[src/rtl/c2h_sched_pkg.sv]
// Shared types and defaults for the C2H descriptor-credit scheduler.
package c2h_sched_pkg;

  localparam int DEF_NUM_Q = 8;
  localparam int DEF_CRD_W = 16;
  localparam int DROP_W    = 16;

  typedef enum logic [1:0] {
    ST_IDLE,
    ST_ISSUE,
    ST_DRAIN,
    ST_FLUSH
  } sched_state_e;

endpackage

[src/rtl/c2h_rr_arb.sv]
// Combinational round-robin picker: lowest eligible index at or after rr_ptr, with wrap.
module c2h_rr_arb
  import c2h_sched_pkg::*;
#(
  parameter int  NUM_Q = DEF_NUM_Q,
  localparam int QW    = $clog2(NUM_Q)
) (
  input  logic [NUM_Q-1:0] elig,
  input  logic [QW-1:0]    rr_ptr,
  output logic             any,
  output logic [QW-1:0]    winner
);

  logic [QW-1:0] idx;

  always_comb begin
    any    = 1'b0;
    winner = '0;
    idx    = '0;
    for (int i = 0; i < NUM_Q; i++) begin
      idx = rr_ptr + QW'(i);
      if (!any && elig[idx]) begin
        any    = 1'b1;
        winner = idx;
      end
    end
  end

endmodule

[src/rtl/c2h_credit_sched.sv]
// Per-queue C2H descriptor-credit scheduler: accumulates credits per queue and
// issues round-robin grants, one credit per grant; FLR flushes all state.
//
// state    | meaning
// ---------+-----------------------------------------------------------
// ST_IDLE  | no grant outstanding; pick a winner if any queue is eligible
// ST_ISSUE | grant presented, held stable until req_rdy
// ST_DRAIN | one-cycle gap after the last grant before entering flush
// ST_FLUSH | FLR in progress: credits held clear, increments dropped
module c2h_credit_sched
  import c2h_sched_pkg::*;
#(
  parameter int          NUM_Q  = DEF_NUM_Q,
  parameter int          CRD_W  = DEF_CRD_W,
  parameter logic [7:0]  FNC_ID = 8'h00,
  localparam int         QW     = $clog2(NUM_Q)
) (
  input  logic               user_clk,
  input  logic               user_reset,
  input  logic               c2h_dsc_avail_inc_vld,
  input  logic [7:0]         c2h_dsc_avail_inc_qid,
  input  logic [15:0]        c2h_dsc_avail_inc_num,
  input  logic               flr_set,
  input  logic               flr_clr,
  input  logic [7:0]         flr_fnc,
  input  logic [NUM_Q-1:0]   q_en,
  output logic               req_vld,
  output logic [QW-1:0]      req_qid,
  input  logic               req_rdy,
  output logic               flr_busy,
  output logic [DROP_W-1:0]  drop_cnt,
  output logic               sat_err
);

  // One extra bit over the wider of counter and increment catches overflow.
  localparam int SUM_W = ((CRD_W > 16) ? CRD_W : 16) + 1;
  localparam logic [SUM_W-1:0] CR_MAX = {{(SUM_W-CRD_W){1'b0}}, {CRD_W{1'b1}}};

  sched_state_e       state, state_nxt;
  logic [CRD_W-1:0]   cr     [NUM_Q];
  logic [CRD_W-1:0]   cr_nxt [NUM_Q];
  logic [SUM_W-1:0]   sum    [NUM_Q];
  logic [NUM_Q-1:0]   sat_hit;
  logic [NUM_Q-1:0]   elig;
  logic [QW-1:0]      rr_ptr, rr_ptr_nxt, req_qid_nxt, winner, inc_idx;
  logic               req_vld_nxt, flr_pend, flr_pend_nxt, any;
  logic               flr_set_hit, flr_clr_hit, hs;
  logic               qid_ok, inc_live, inc_drop, inc_acc;

  assign flr_set_hit = flr_set && (flr_fnc == FNC_ID);
  assign flr_clr_hit = flr_clr && (flr_fnc == FNC_ID);
  assign hs          = req_vld && req_rdy;

  assign qid_ok   = c2h_dsc_avail_inc_qid < 8'(NUM_Q);
  assign inc_idx  = c2h_dsc_avail_inc_qid[QW-1:0];
  assign inc_live = c2h_dsc_avail_inc_vld && (c2h_dsc_avail_inc_num != 16'd0);
  assign inc_drop = inc_live && (!qid_ok || !q_en[inc_idx] || (state == ST_FLUSH));
  assign inc_acc  = inc_live && !inc_drop;

  always_comb begin
    for (int q = 0; q < NUM_Q; q++) begin
      elig[q]    = q_en[q] && (cr[q] != '0);
      sat_hit[q] = 1'b0;
      sum[q]     = SUM_W'(cr[q]);
      if (inc_acc && (inc_idx == QW'(q)))
        sum[q] = sum[q] + SUM_W'(c2h_dsc_avail_inc_num);
      // A grant on an empty queue completes without touching the credit.
      if (hs && (req_qid == QW'(q)) && (cr[q] != '0))
        sum[q] = sum[q] - SUM_W'(1);
      if (sum[q] > CR_MAX) begin
        cr_nxt[q]  = '1;
        sat_hit[q] = 1'b1;
      end else begin
        cr_nxt[q]  = sum[q][CRD_W-1:0];
      end
    end
  end

  c2h_rr_arb #(.NUM_Q(NUM_Q)) u_arb (
    .elig   (elig),
    .rr_ptr (rr_ptr),
    .any    (any),
    .winner (winner)
  );

  always_ff @(posedge user_clk) begin
    if (user_reset) begin
      for (int q = 0; q < NUM_Q; q++) cr[q] <= '0;
      sat_err  <= 1'b0;
      drop_cnt <= '0;
    end else begin
      for (int q = 0; q < NUM_Q; q++) begin
        if ((state == ST_FLUSH) || !q_en[q]) cr[q] <= '0;
        else                                 cr[q] <= cr_nxt[q];
      end
      if (|sat_hit) sat_err <= 1'b1;
      if (inc_drop && (drop_cnt != '1)) drop_cnt <= drop_cnt + DROP_W'(1);
    end
  end

  always_comb begin
    state_nxt    = state;
    req_vld_nxt  = req_vld;
    req_qid_nxt  = req_qid;
    rr_ptr_nxt   = rr_ptr;
    flr_pend_nxt = flr_pend;
    case (state)
      ST_IDLE: begin
        if (flr_set_hit) begin
          state_nxt = ST_FLUSH;
        end else if (any) begin
          req_vld_nxt = 1'b1;
          req_qid_nxt = winner;
          state_nxt   = ST_ISSUE;
        end
      end
      ST_ISSUE: begin
        if (flr_set_hit) flr_pend_nxt = 1'b1;
        if (hs) begin
          req_vld_nxt = 1'b0;
          rr_ptr_nxt  = req_qid + QW'(1);
          state_nxt   = (flr_pend || flr_set_hit) ? ST_DRAIN : ST_IDLE;
        end
      end
      ST_DRAIN: begin
        flr_pend_nxt = 1'b0;
        state_nxt    = ST_FLUSH;
      end
      ST_FLUSH: begin
        rr_ptr_nxt = '0;
        if (flr_clr_hit && !flr_set_hit) state_nxt = ST_IDLE;
      end
      default: state_nxt = ST_IDLE;
    endcase
  end

  always_ff @(posedge user_clk) begin
    if (user_reset) begin
      state    <= ST_IDLE;
      req_vld  <= 1'b0;
      req_qid  <= '0;
      rr_ptr   <= '0;
      flr_pend <= 1'b0;
      flr_busy <= 1'b0;
    end else begin
      state    <= state_nxt;
      req_vld  <= req_vld_nxt;
      req_qid  <= req_qid_nxt;
      rr_ptr   <= rr_ptr_nxt;
      flr_pend <= flr_pend_nxt;
      flr_busy <= (state_nxt == ST_FLUSH);
    end
  end

endmodule

[config.mk]
export PLATFORM = sky130hd
export DESIGN_NAME = c2h_credit_sched
export DESIGN_NICKNAME = d
export VERILOG_FILES = /design/src/rtl/c2h_sched_pkg.sv /design/src/rtl/c2h_rr_arb.sv /design/src/rtl/c2h_credit_sched.sv
export SDC_FILE = /design/constraint.sdc
export NUM_CORES = 1
export LEC_CHECK = 0
export ABC_AREA = 1
export CAP_MARGIN = 5
export CORE_ASPECT_RATIO = 1.25
export CORE_UTILIZATION = 30
export CTS_CLUSTER_SIZE = 14
export DETAILED_ROUTE_END_ITERATION = 12
export PLACE_DENSITY_LB_ADDON = 0.05
export SLEW_MARGIN = 20
export SYNTH_ARGS = -nofsm -noshare
export SYNTH_HDL_FRONTEND = slang
export SYNTH_SLANG_ARGS = --single-unit
[constraint.sdc]
create_clock -name user_clk -period 6.1 [get_ports user_clk]
set_clock_uncertainty 0.15 [all_clocks]
set_input_delay 1.22 -clock user_clk [delete_from_list [all_inputs] [get_ports user_clk]]
set_output_delay 1.22 -clock user_clk [all_outputs]
set_load 0.01 [all_outputs]
Word-level counts from Yosys, hierarchy flattened
Memories as Yosys holds them, arrays and structs flattened.
Cells that the tools add are included.
W data, S select, Z words.
{"block": "word_totals", "ff_bits": 28, "ramBits": 128, "input_bits": 46, "output_inout_bits": 22, "word_cells": 336, "memories": 1}
{"name": "cr", "words": 8, "width": 16, "read_ports": 8, "rd_clocked_by_memory_dff": 0, "write_ports": 8, "line": "c2h_credit_sched.sv:40", "source": "logic [CRD_W-1:0] cr [NUM_Q];"}
{"block": "classes", "n_addsub": 25, "n_lt_le_gt_ge": 18, "n_eq_ne": 23, "mux": 146, "bitwise": 17, "n_reduce_logical": 98}
{"operator": "$mux W16", "count": 24}
{"operator": "$mux W17", "count": 16}
{"operator": "$reduce_bool A16 Y1", "count": 9}
{"operator": "$add A16 B16 Y17", "count": 8}
{"operator": "$gt A17 B16 Y1 const B", "count": 8}
{"operator": "$sub A17 B1 Y17 const B", "count": 8}
{"operator": "$mux W1", "count": 79}
{"operator": "$logic_and A1 B1 Y1", "count": 47}
{"operator": "$lt A3 B4 Y1 const B", "count": 9}
{"operator": "$bmux W1 S3", "count": 9}
{"operator": "$mux W3", "count": 9}
{"operator": "$eq A3 B3 Y1 const B", "count": 8}
{"operator": "$logic_not A1 Y1", "count": 19}
{"operator": "$add A16 B1 Y16 const B", "count": 1}
{"operator": "$ne A16 B16 Y1 const B", "count": 1}
{"operator": "$or A1 B1 Y1", "count": 16}
{"operator": "$add A3 B3 Y3 const B", "count": 4}
{"operator": "$eq A3 B2 Y1 const B", "count": 4}
{"operator": "$logic_or A1 B1 Y1", "count": 11}
{"operator": "$mux W2", "count": 5}
{"operator": "$logic_not A8 Y1", "count": 1}
{"operator": "$lt A8 B4 Y1 const B", "count": 1}
{"operator": "$ne A2 B2 Y1 const B", "count": 4}
{"operator": "$pmux W2 S4", "count": 1}
{"operator": "other kinds (15)", "count": 25}

Logic depth before layout (Yosys ltp)
Gate-level depths: netlist of the first run.
{"block": "logic_depth", "depth_word": 30, "ltp_mapped": 30, "ltp_nobuf": 27}

Hierarchy
A second synthesis of the first run with hierarchy kept.
{"block": "hier_totals", "cells_unflattened": 2967, "hier_area_um2": 19083.3}
{"module": "c2h_credit_sched", "n_inst": 1, "cells_each": 2830, "area_per_inst_um2": 18262.5, "seq_area_each_um2": 4404.2}
{"module": "c2h_rr_arb", "n_inst": 1, "cells_each": 137, "area_per_inst_um2": 820.8, "seq_area_each_um2": 0.0}

Worst setup path after synthesis of the first run
No wires, ideal clock.
{"block": "synth_timing", "path_kind": "input to register", "start": "input port c2h_dsc_avail_inc_num[1]", "end": "memory cr[1][47] (netlist name) (data pin)", "setup_time_ns": 0.253, "t_arrival_ns": 3.698, "t_required_ns": 5.697, "setup_slack_ns": 1.999, "stages": 22, "n_path_buf": 0, "cell_sequence": "inv_1 > fa_1 > inv_1 > nand2_1 > o21ai_0 > nand2_1 > o211ai_1 > nand2_1 > nand2_1 > nand2_1 > nand2_1 > nand2_1 > nand2_1 > nand2_1 > nor2_1 > nand3_1 > nand2_1 > nand2_2 > inv_2 > o21ai_1 > o21ai_1 > inv_1"}
{"item": "start, declared", "line": "c2h_credit_sched.sv:22", "source": "input logic [15:0] c2h_dsc_avail_inc_num,"}
{"item": "end, declared", "line": "c2h_credit_sched.sv:40"}

==> results_tabular.tex, run 1 <==
\begin{tabular}{lr}
\hline
Metric & Value \\
\hline
\multicolumn{2}{l}{\textbf{Clock network}} \\
Clock transition at path regs & approximately 70 ps \\
Number of buffers between clock root and the deepest sink & 2 \\
Number of buffers created by CTS & 17 \\
Number of buffers inserted for hold repair after clock tree synthesis & 0 \\
CTS-repair resized insts & 0 \\
Clock tree from TritonCTS & built \\
CTS H-Tree Depth & 4 \\
Clock tree root buffer cell & sky130\_fd\_sc\_hd\_\_clkbuf\_16 \\
Post-CTS setup buffer count & 0 \\
CTS sink cnt & $\sim$160 \\
Later-pin clock latency in the skew report & about 500 ps \\
\multicolumn{2}{l}{\textbf{Floorplanning}} \\
Count of pins on the block boundary & just under 70 \\
Std cell rows & between 100 and 150 \\
Core Region & between 0.06 and 0.07 mm\^{}2 \\
Floorplan die area & 0.06614 mm\^{}2 \\
Horiz. Die Dim & approximately 230 um \\
Initial standard-cell utilization of the core & $\sim$30\% \\
Vert. Die Dim & 287.3 um \\
\multicolumn{2}{l}{\textbf{Worst setup path}} \\
Family with the most delay on the worst path & simple AND/OR/NAND/NOR gates \\
CP endpoint & cr[1][47] \\
Critical path's largest stage delay & about 890 ps \\
Crit. path cell count & 19 \\
Setup slack of the most critical reg-to-reg path & 2290 ps \\
CP Buf/Inv Count & 4 \\
Worst Setup Start Kind & input pin \\
CP Class & in -> reg \\
Startpoint of the worst-slack reg-to-reg timing path & state[1] \\
Crit. Startpoint & c2h\_dsc\_avail\_inc\_num[14] \\
Data required time of the worst path & 6210 ps \\
Element type at the critical path end & flip-flop \\
Worst Reg2Reg Path Length in Cells & 19 \\
Slowest cell on the critical path & sky130\_fd\_sc\_hd\_\_nor2\_1 \\
Most repeated library cell on the critical path & sky130\_fd\_sc\_hd\_\_nand2\_1 \\
Chain of cells forming the critical path & clkdlybuf4s50\_1 -> nor2\_1 -> nand2\_1 -> nor2\_1 -> nand2\_1 -> nand2\_1 -> nor2\_8 -> nand2\_2 -> inv\_1 -> o21ai\_0 -> nand2\_1 -> nor2\_1 -> nand3\_1 -> nand2\_1 -> nand2\_2 -> inv\_2 -> o21ai\_1 -> o21ai\_1 -> inv\_1 \\
Worst r2r dst & sat\_err \\
Endpoint arrival time on the critical path & 5530 ps \\
Max FO, Critical Path & 25 \\
\multicolumn{2}{l}{\textbf{Finish}} \\
Final net count & between 3k and 4k \\
Count of fill cells added during filler insertion & $\sim$7.2k \\
Fraction of final layout cells sized beyond drive strength 1 & under 10\% \\
Number of antenna cells inserted & 0 \\
Signed area change from the synthesized netlist to the final layout & 14.23\% \\
Final instance count without filler cells & $\sim$4.2k \\
\multicolumn{2}{l}{\textbf{Global route}} \\
GR Overflow Total & 0 \\
Number of global-route vias before repair & a little under 20k \\
GRT Overall Usage & a little over a fifth \\
Pin count of the biggest net entering global routing & 28 \\
Number of antenna violations at the first check in global routing & 8 \\
Wire length of the first global-routing pass & about 110000 um \\
\multicolumn{2}{l}{\textbf{Timing}} \\
Hold Violations, Final & 0 \\
Slew at the pin closest to its max-slew limit & 1174 ps \\
Crit path time final & about 5400 ps \\
Tightest slew margin relative to the limit & 21.46\% \\
Fin crit share & between 80\% and 90\% \\
Setup-violating endpoint count in the final report & 0 \\
Final sum of negative setup slack & 0 ps \\
Number of max-slew violations in the final report & 0 \\
Unrepaired setup endpoints after global routing & no \\
Fmax & 184.6 MHz \\
\multicolumn{2}{l}{\textbf{Synthesis}} \\
Flops \& latches, synth & 156 \\
Synth Warn \# & 0 \\
Share of the synthesized area in the top cell type & between 10\% and 20\% \\
Most frequent cell after synthesis & sky130\_fd\_sc\_hd\_\_nand2\_1 \\
Netlist Area Pre-Place & slightly below 0.02 mm\^{}2 \\
Number of distinct standard cells referenced by the synthesized netlist & 55 \\
Sequential cell area fraction in the yosys report & about 23\% \\
Proportion of register bits with asynchronous set or reset after synthesis & 0\% \\
Synth top area cells & sky130\_fd\_sc\_hd\_\_edfxtp\_1 20\%, sky130\_fd\_sc\_hd\_\_nand2\_1 18\%, sky130\_fd\_sc\_hd\_\_ha\_1 9.3\% \\
Post-synth EDFFs & 128 \\
Library cell with the largest summed area after synthesis & sky130\_fd\_sc\_hd\_\_edfxtp\_1 \\
Gate count of the mapped netlist & about 3.2k \\
Synth Flop Type & sky130\_fd\_sc\_hd\_\_edfxtp\_1 \\
Most numerous cell types in the synthesized netlist & 926 x sky130\_fd\_sc\_hd\_\_nand2\_1, 472 x sky130\_fd\_sc\_hd\_\_inv\_1, 382 x sky130\_fd\_sc\_hd\_\_nor2\_1 \\
Syn\_area\_per\_cell & a little over 6 um\^{}2 \\
\multicolumn{2}{l}{\textbf{Hold path}} \\
Hold Crit Class & reg -> reg \\
Hold path depth & 2 \\
\multicolumn{2}{l}{\textbf{Power and ir drop}} \\
Sequential Power Share & $\sim$36\% \\
Clock Power Share & a little under a third \\
Power Density & around 160 mW/mm\^{}2 \\
Power share of the combinational group & around a third \\
Internal power of the cells & 2164 uW \\
VDD IR-drop max & 0.2254 mV \\
Leakage power total & approximately 0.011 uW \\
Net switching share of the total power & 38.11\% \\
Net Sw Power & 1333 uW \\
\multicolumn{2}{l}{\textbf{Placed design}} \\
HPWL reported at the end of detailed placement & around 57000 um \\
Port Buffer Count & 67 \\
Final weighted congestion in routability-driven placement & 0.8793 \\
Post-placement cell count & $\sim$4.2k \\
\multicolumn{2}{l}{\textbf{Route}} \\
Average wire per standard cell & between 15 and 20 um \\
Remaining antenna violation count after routing & 0 \\
Via density per instance & about 4.8 \\
Vias & a little over 20k \\
DRC violations left & 0 \\
Routed wire length & 70500 um \\
Detailed-routing iteration count for the pre-antenna-repair pass & 5 \\
Initial detailed-routing violation count & about 1.1k \\
\multicolumn{2}{l}{\textbf{Status}} \\
Run status & complete, no violations \\
\multicolumn{2}{l}{\textbf{Run}} \\
Total of max-cap violations & 0 \\
\hline
\end{tabular}
registers in the layout, summed over array words and instances (netlist names):
signal	cells
rr_ptr	3
drop_cnt	16
flr_pend	1
cr	128
sat_err	1
state	2
req_vld	1
flr_busy	1
req_qid	3
per-stage QoR:
stage	total power (uW)	hold slack, ps	setup slack [ps]	util, %	cell area, um^2
after floorplan	2066	290.2	1999	-	20010
after global placement	2430	306.3	177.1	33.78	21760
after detailed placement	2424	309.6	168.3	33.78	21760
after CTS	3549	321.7	715.0	34.64	22310
after global routing	3742	365.9	358.2	34.64	22310
final	3497	323.4	681.7	34.64	22310
placed cells by master, fill, tap and decap left out, types with 5 or more instances in the layout:
cell / instances
sky130_fd_sc_hd__nor2_1: 382
sky130_fd_sc_hd__nand4_1: 48
sky130_fd_sc_hd__nand3b_1: 14
sky130_fd_sc_hd__and2_1: 6
sky130_fd_sc_hd__nand2_2: 13
sky130_fd_sc_hd__xnor2_1: 59
sky130_fd_sc_hd__inv_4: 7
sky130_fd_sc_hd__nor3_2: 5
sky130_fd_sc_hd__edfxtp_1: 128
sky130_fd_sc_hd__o21bai_1: 16
sky130_fd_sc_hd__clkdlybuf4s50_1: 67
sky130_fd_sc_hd__a21boi_0: 6
sky130_fd_sc_hd__xor2_1: 82
sky130_fd_sc_hd__a21o_1: 12
sky130_fd_sc_hd__a31oi_1: 36
sky130_fd_sc_hd__inv_2: 6
sky130_fd_sc_hd__dfxtp_1: 28
sky130_fd_sc_hd__o21ai_0: 136
sky130_fd_sc_hd__buf_4: 37
sky130_fd_sc_hd__nor4_1: 9
sky130_fd_sc_hd__nand2_1: 926
sky130_fd_sc_hd__nor2_2: 14
sky130_fd_sc_hd__o21ai_2: 10
sky130_fd_sc_hd__o21ai_1: 28
sky130_fd_sc_hd__nor3_1: 48
sky130_fd_sc_hd__nand3_1: 269
sky130_fd_sc_hd__inv_1: 473
sky130_fd_sc_hd__clkbuf_16: 18
sky130_fd_sc_hd__a21oi_1: 168
sky130_fd_sc_hd__or2_2: 13
sky130_fd_sc_hd__fa_1: 8
sky130_fd_sc_hd__conb_1: 128
sky130_fd_sc_hd__ha_1: 145
area by class of cell:
cell class / instances / area, um^2 / area share, %
clock buffer: 20 / 467.9 / 2.097
clock inverter: 12 / 83.83 / 0.3757
inverter: 485 / 1827 / 8.187
multi-input combinational: 2614 / 13520 / 60.60
sequential: 156 / 4404 / 19.74
tap: 848 / 1061 / 4.755
timing repair buffer: 104 / 948.4 / 4.251
kinds of logic (layout without fill, tap and decap cells):
group,Yosys count,after routing,share of synthesized area [%]
xor gates and xnor gates,141,141,6.322
DFF,156,156,22.55
AOI/OAI and AO/OA,427,427,12.02
other,1,128,0.01920
buffers and inverters,525,621,10.67
and+or+nand+nor,1765,1765,38.31
adders and majority gates,153,153,10.11
worst register-to-register path, stage by stage, from the launching register on:
cell and delay, ps:
sky130_fd_sc_hd__dfxtp_1 330, sky130_fd_sc_hd__nand2_1 150, sky130_fd_sc_hd__nand4_1 190, sky130_fd_sc_hd__inv_1 150, sky130_fd_sc_hd__nand3_4 140, sky130_fd_sc_hd__nor2_8 370, sky130_fd_sc_hd__nand2_2 370, sky130_fd_sc_hd__nand2_1 140
sky130_fd_sc_hd__o21ai_1 90, sky130_fd_sc_hd__inv_1 100, sky130_fd_sc_hd__ha_1 160, sky130_fd_sc_hd__nand3_1 110, sky130_fd_sc_hd__nor2_1 230, sky130_fd_sc_hd__nand3_1 110, sky130_fd_sc_hd__nand2_1 70, sky130_fd_sc_hd__nand2_1 270
sky130_fd_sc_hd__nor2_1 240, sky130_fd_sc_hd__nand2_1 110, sky130_fd_sc_hd__nor2_1 110, sky130_fd_sc_hd__a21oi_1 70
worst min path at each step:
stage | to | startpoint | slack (ps)
3_3_place_gp | flr_pend | flr_pend | 310
4_1_cts | flr_pend | flr_pend | 320
6_report | flr_pend | flr_pend | 320
5_1_grt | flr_pend | flr_pend | 370
3_5_place_dp | flr_pend | flr_pend | 310
2_1_floorplan | flr_pend | flr_pend | 290
metal layers:
layer / vias up / part of all wire, % / track usage (%)
li1: 10569 / - / -
met1: 9157 / 45 / 26.44
met2: 405 / 47 / 36.58
met3: 104 / 4.1 / 4.117
met4: 12 / 3.9 / 9.123
met5: - / 0.11 / 0
power groups by stage:
stage	clock network (uW)	registers [uW]	logic [uW]
4_1_cts	1140	1260	1150
5_1_grt	1170	1270	1300
3_5_place_dp	0	1290	1140
6_report	1090	1260	1150
2_1_floorplan	0	1260	802
3_3_place_gp	0	1290	1140
No activity file was read; power rests on OpenSTA's default activity.
==> run 2, diff against run 1 <==
- CORE_MARGIN: default -> 4
- RECOVER_POWER: default -> 100
==> results_tabular.tex, run 2 (synthesis results as in run 1) <==
\begin{tabular}{lr}
\hline
Metric & Value \\
\hline
\multicolumn{2}{l}{\textbf{Route}} \\
Detailed-routing iteration count for the pre-antenna-repair pass & 7 \\
Vias & 20.16k \\
DRC violations left & 0 \\
Remaining antenna violation count after routing & 0 \\
Average wire per standard cell & roughly 16 um \\
Via density per instance & 4.750 \\
Initial detailed-routing violation count & between 1k and 1.5k \\
Routed wire length & approximately 69000 um \\
\multicolumn{2}{l}{\textbf{Worst setup path}} \\
Most repeated library cell on the critical path & sky130\_fd\_sc\_hd\_\_nand2\_1 \\
Element type at the critical path end & flip-flop \\
CP Buf/Inv Count & 4 \\
CP Class & in -> reg \\
Critical path's largest stage delay & 760 ps \\
Data required time of the worst path & approximately 6200 ps \\
Startpoint of the worst-slack reg-to-reg timing path & state[1] \\
Setup slack of the most critical reg-to-reg path & about 2000 ps \\
Slowest cell on the critical path & sky130\_fd\_sc\_hd\_\_dlygate4sd3\_1 \\
Chain of cells forming the critical path & dlygate4sd3\_1 -> nor2\_1 -> nand2\_1 -> nor2\_1 -> nand2\_1 -> nand2\_1 -> nor2\_8 -> nand2\_1 -> buf\_4 -> inv\_1 -> nand2\_1 -> nand2\_1 -> nor2\_1 -> nand2\_1 -> nor2\_1 -> nand3\_1 -> nand2\_1 -> o21ai\_0 -> nand2\_1 -> inv\_1 \\
Max FO, Critical Path & 23 \\
Crit. Startpoint & c2h\_dsc\_avail\_inc\_num[0] \\
Endpoint arrival time on the critical path & around 5700 ps \\
Worst Setup Start Kind & input pin \\
Family with the most delay on the worst path & simple AND/OR/NAND/NOR gates \\
\multicolumn{2}{l}{\textbf{Run}} \\
Total of max-cap violations & 0 \\
\multicolumn{2}{l}{\textbf{Floorplanning}} \\
Vert. Die Dim & between 200 and 300 um \\
Initial standard-cell utilization of the core & between 30\% and 40\% \\
Floorplan die area & 0.06928 mm\^{}2 \\
Core Region & between 0.06 and 0.07 mm\^{}2 \\
Std cell rows & between 100 and 150 \\
Count of pins on the block boundary & 68 \\
Horiz. Die Dim & $\sim$240 um \\
\multicolumn{2}{l}{\textbf{Clock network}} \\
Later-pin clock latency in the skew report & around 500 ps \\
Number of buffers between clock root and the deepest sink & 2 \\
CTS sink cnt & between 150 and 200 \\
Clock tree root buffer cell & sky130\_fd\_sc\_hd\_\_clkbuf\_16 \\
CTS H-Tree Depth & 4 \\
Post-CTS setup buffer count & 0 \\
Number of buffers inserted for hold repair after clock tree synthesis & 0 \\
Clock transition at path regs & 60 ps \\
Clock tree from TritonCTS & built \\
Number of buffers created by CTS & 17 \\
CTS-repair resized insts & 0 \\
\multicolumn{2}{l}{\textbf{Finish}} \\
Total area of multi-input combinational cells & 0.01348 mm\^{}2 \\
Leading cell type in the layout, fill and taps excluded & sky130\_fd\_sc\_hd\_\_nand2\_1 \\
Fraction of final layout cells sized beyond drive strength 1 & 3.918\% \\
Top library cells by usage in the layout, fill and taps aside & 935 x sky130\_fd\_sc\_hd\_\_nand2\_1, 474 x sky130\_fd\_sc\_hd\_\_inv\_1, 383 x sky130\_fd\_sc\_hd\_\_nor2\_1, 269 x sky130\_fd\_sc\_hd\_\_nand3\_1, 170 x sky130\_fd\_sc\_hd\_\_a21oi\_1 \\
Largest register FFs & around 130 \\
Signed area change from the synthesized netlist to the final layout & 14.41\% \\
Registers with the highest flip-flop counts & cr: 128 flops, drop\_cnt: 16 flops \\
Seq. cell area & between 0.004 and 0.005 mm\^{}2 \\
Top register by number of flip-flops & cr \\
Design Area, Final & roughly 0.022 mm\^{}2 \\
Count of fill cells added during filler insertion & about 7.1k \\
Final net count & around 3.6k \\
\multicolumn{2}{l}{\textbf{Global route}} \\
Pin count of the biggest net entering global routing & 25 \\
GRT Overall Usage & approximately 20\% \\
Number of antenna violations at the first check in global routing & 2 \\
Wire length of the first global-routing pass & between 100000 and 150000 um \\
GR Overflow Total & 0 \\
Number of global-route vias before repair & $\sim$20k \\
\multicolumn{2}{l}{\textbf{Power and ir drop}} \\
Leakage power total & around 0.011 uW \\
Post-layout total power & about 3600 uW \\
Power Density & $\sim$160 mW/mm\^{}2 \\
VDD IR-drop max & approximately 0.22 mV \\
\multicolumn{2}{l}{\textbf{Hold path}} \\
Hold Crit Class & reg -> reg \\
Hold path startpoint & flr\_pend \\
\multicolumn{2}{l}{\textbf{Timing}} \\
Crit path time final & about 5500 ps \\
Fmax & 180.2 MHz \\
Final sum of negative setup slack & 0 ps \\
Unrepaired setup endpoints after global routing & no \\
Setup-violating endpoint count in the final report & 0 \\
Fin crit share & between 90\% and 100\% \\
Hold Violations, Final & 0 \\
Slew at the pin closest to its max-slew limit & between 900 and 1000 ps \\
Tightest slew margin relative to the limit & between 30\% and 40\% \\
Number of max-slew violations in the final report & 0 \\
\multicolumn{2}{l}{\textbf{Placed design}} \\
HPWL reported at the end of detailed placement & approximately 56000 um \\
Final weighted congestion in routability-driven placement & about 0.90 \\
Port Buffer Count & 67 \\
Area post-placement & around 0.022 mm\^{}2 \\
\multicolumn{2}{l}{\textbf{Status}} \\
Run status & complete, no violations \\
\hline
\end{tabular}
## run 2: cell count changes in the layout (fill, tap and decap cells not counted), sizes merged
cell,delta
clkdlybuf4s50,-25
dlygate4sd3,+25
clkbuf,+9
inv,-5
buf,+1
clkinv,-1
diode,+1
## run 2: layer usage
layer	part of all wire, %	global-route usage, %	routed length (um)
met3	4.0	3.530	2773
met2	46	33.76	32000
met1	46	25.44	32110
met5	0.038	0	26
met4	3.2	6.880	2185
## run 2: tightest hold or removal path, delay by kind of cell (launching register included)
| kind | cells | cell delay [ps] |
|---|---|---|
| AOI/OAI and AO/OA | 1 | 50 |
| and+or+nand+nor | 1 | 60 |
| DFF | 1 | 320 |
## run 2: final timing paths
| check | to | cells past startpoint |
|---|---|---|
| hold reg to reg | flr_pend | 2 |
| setup reg to reg | cr[1][27] | 15 |
| hold / removal | flr_pend | 2 |
| setup / recovery | cr[0][14] | 20 |
## run 2: power breakdown
group          switching (uW)  internal [uW]  leakage (uW)
clock network             512            639      0.000303
logic                     743            395       0.00949
registers                52.4           1210       0.00155
## run 2: area by class of cell
| cell class | instances | share of cell area (%) |
|---|---|---|
| tap | 848 | 4.748 |
| antenna | 1 | 0.01120 |
| clock inverter | 6 | 0.1960 |
| inverter | 485 | 8.175 |
| sequential | 156 | 19.71 |
| multi-input combinational | 2614 | 60.31 |
| clock buffer | 26 | 2.520 |
| timing repair buffer | 108 | 4.328 |
## run 2: through the flow
step / util (%) / setup slack, ps / hold WS [ps] / instances
finish: 34.69 / 550.4 / 328.3 / 4244
global placement: 33.83 / 251.5 / 301.9 / 4211
floorplan: - / 1999 / 290.2 / 3295
detailed placement: 33.83 / 242.6 / 307.9 / 4211
global route: 34.69 / 220.5 / 352.2 / 4243
CTS: 34.77 / 791.8 / 322.4 / 4243
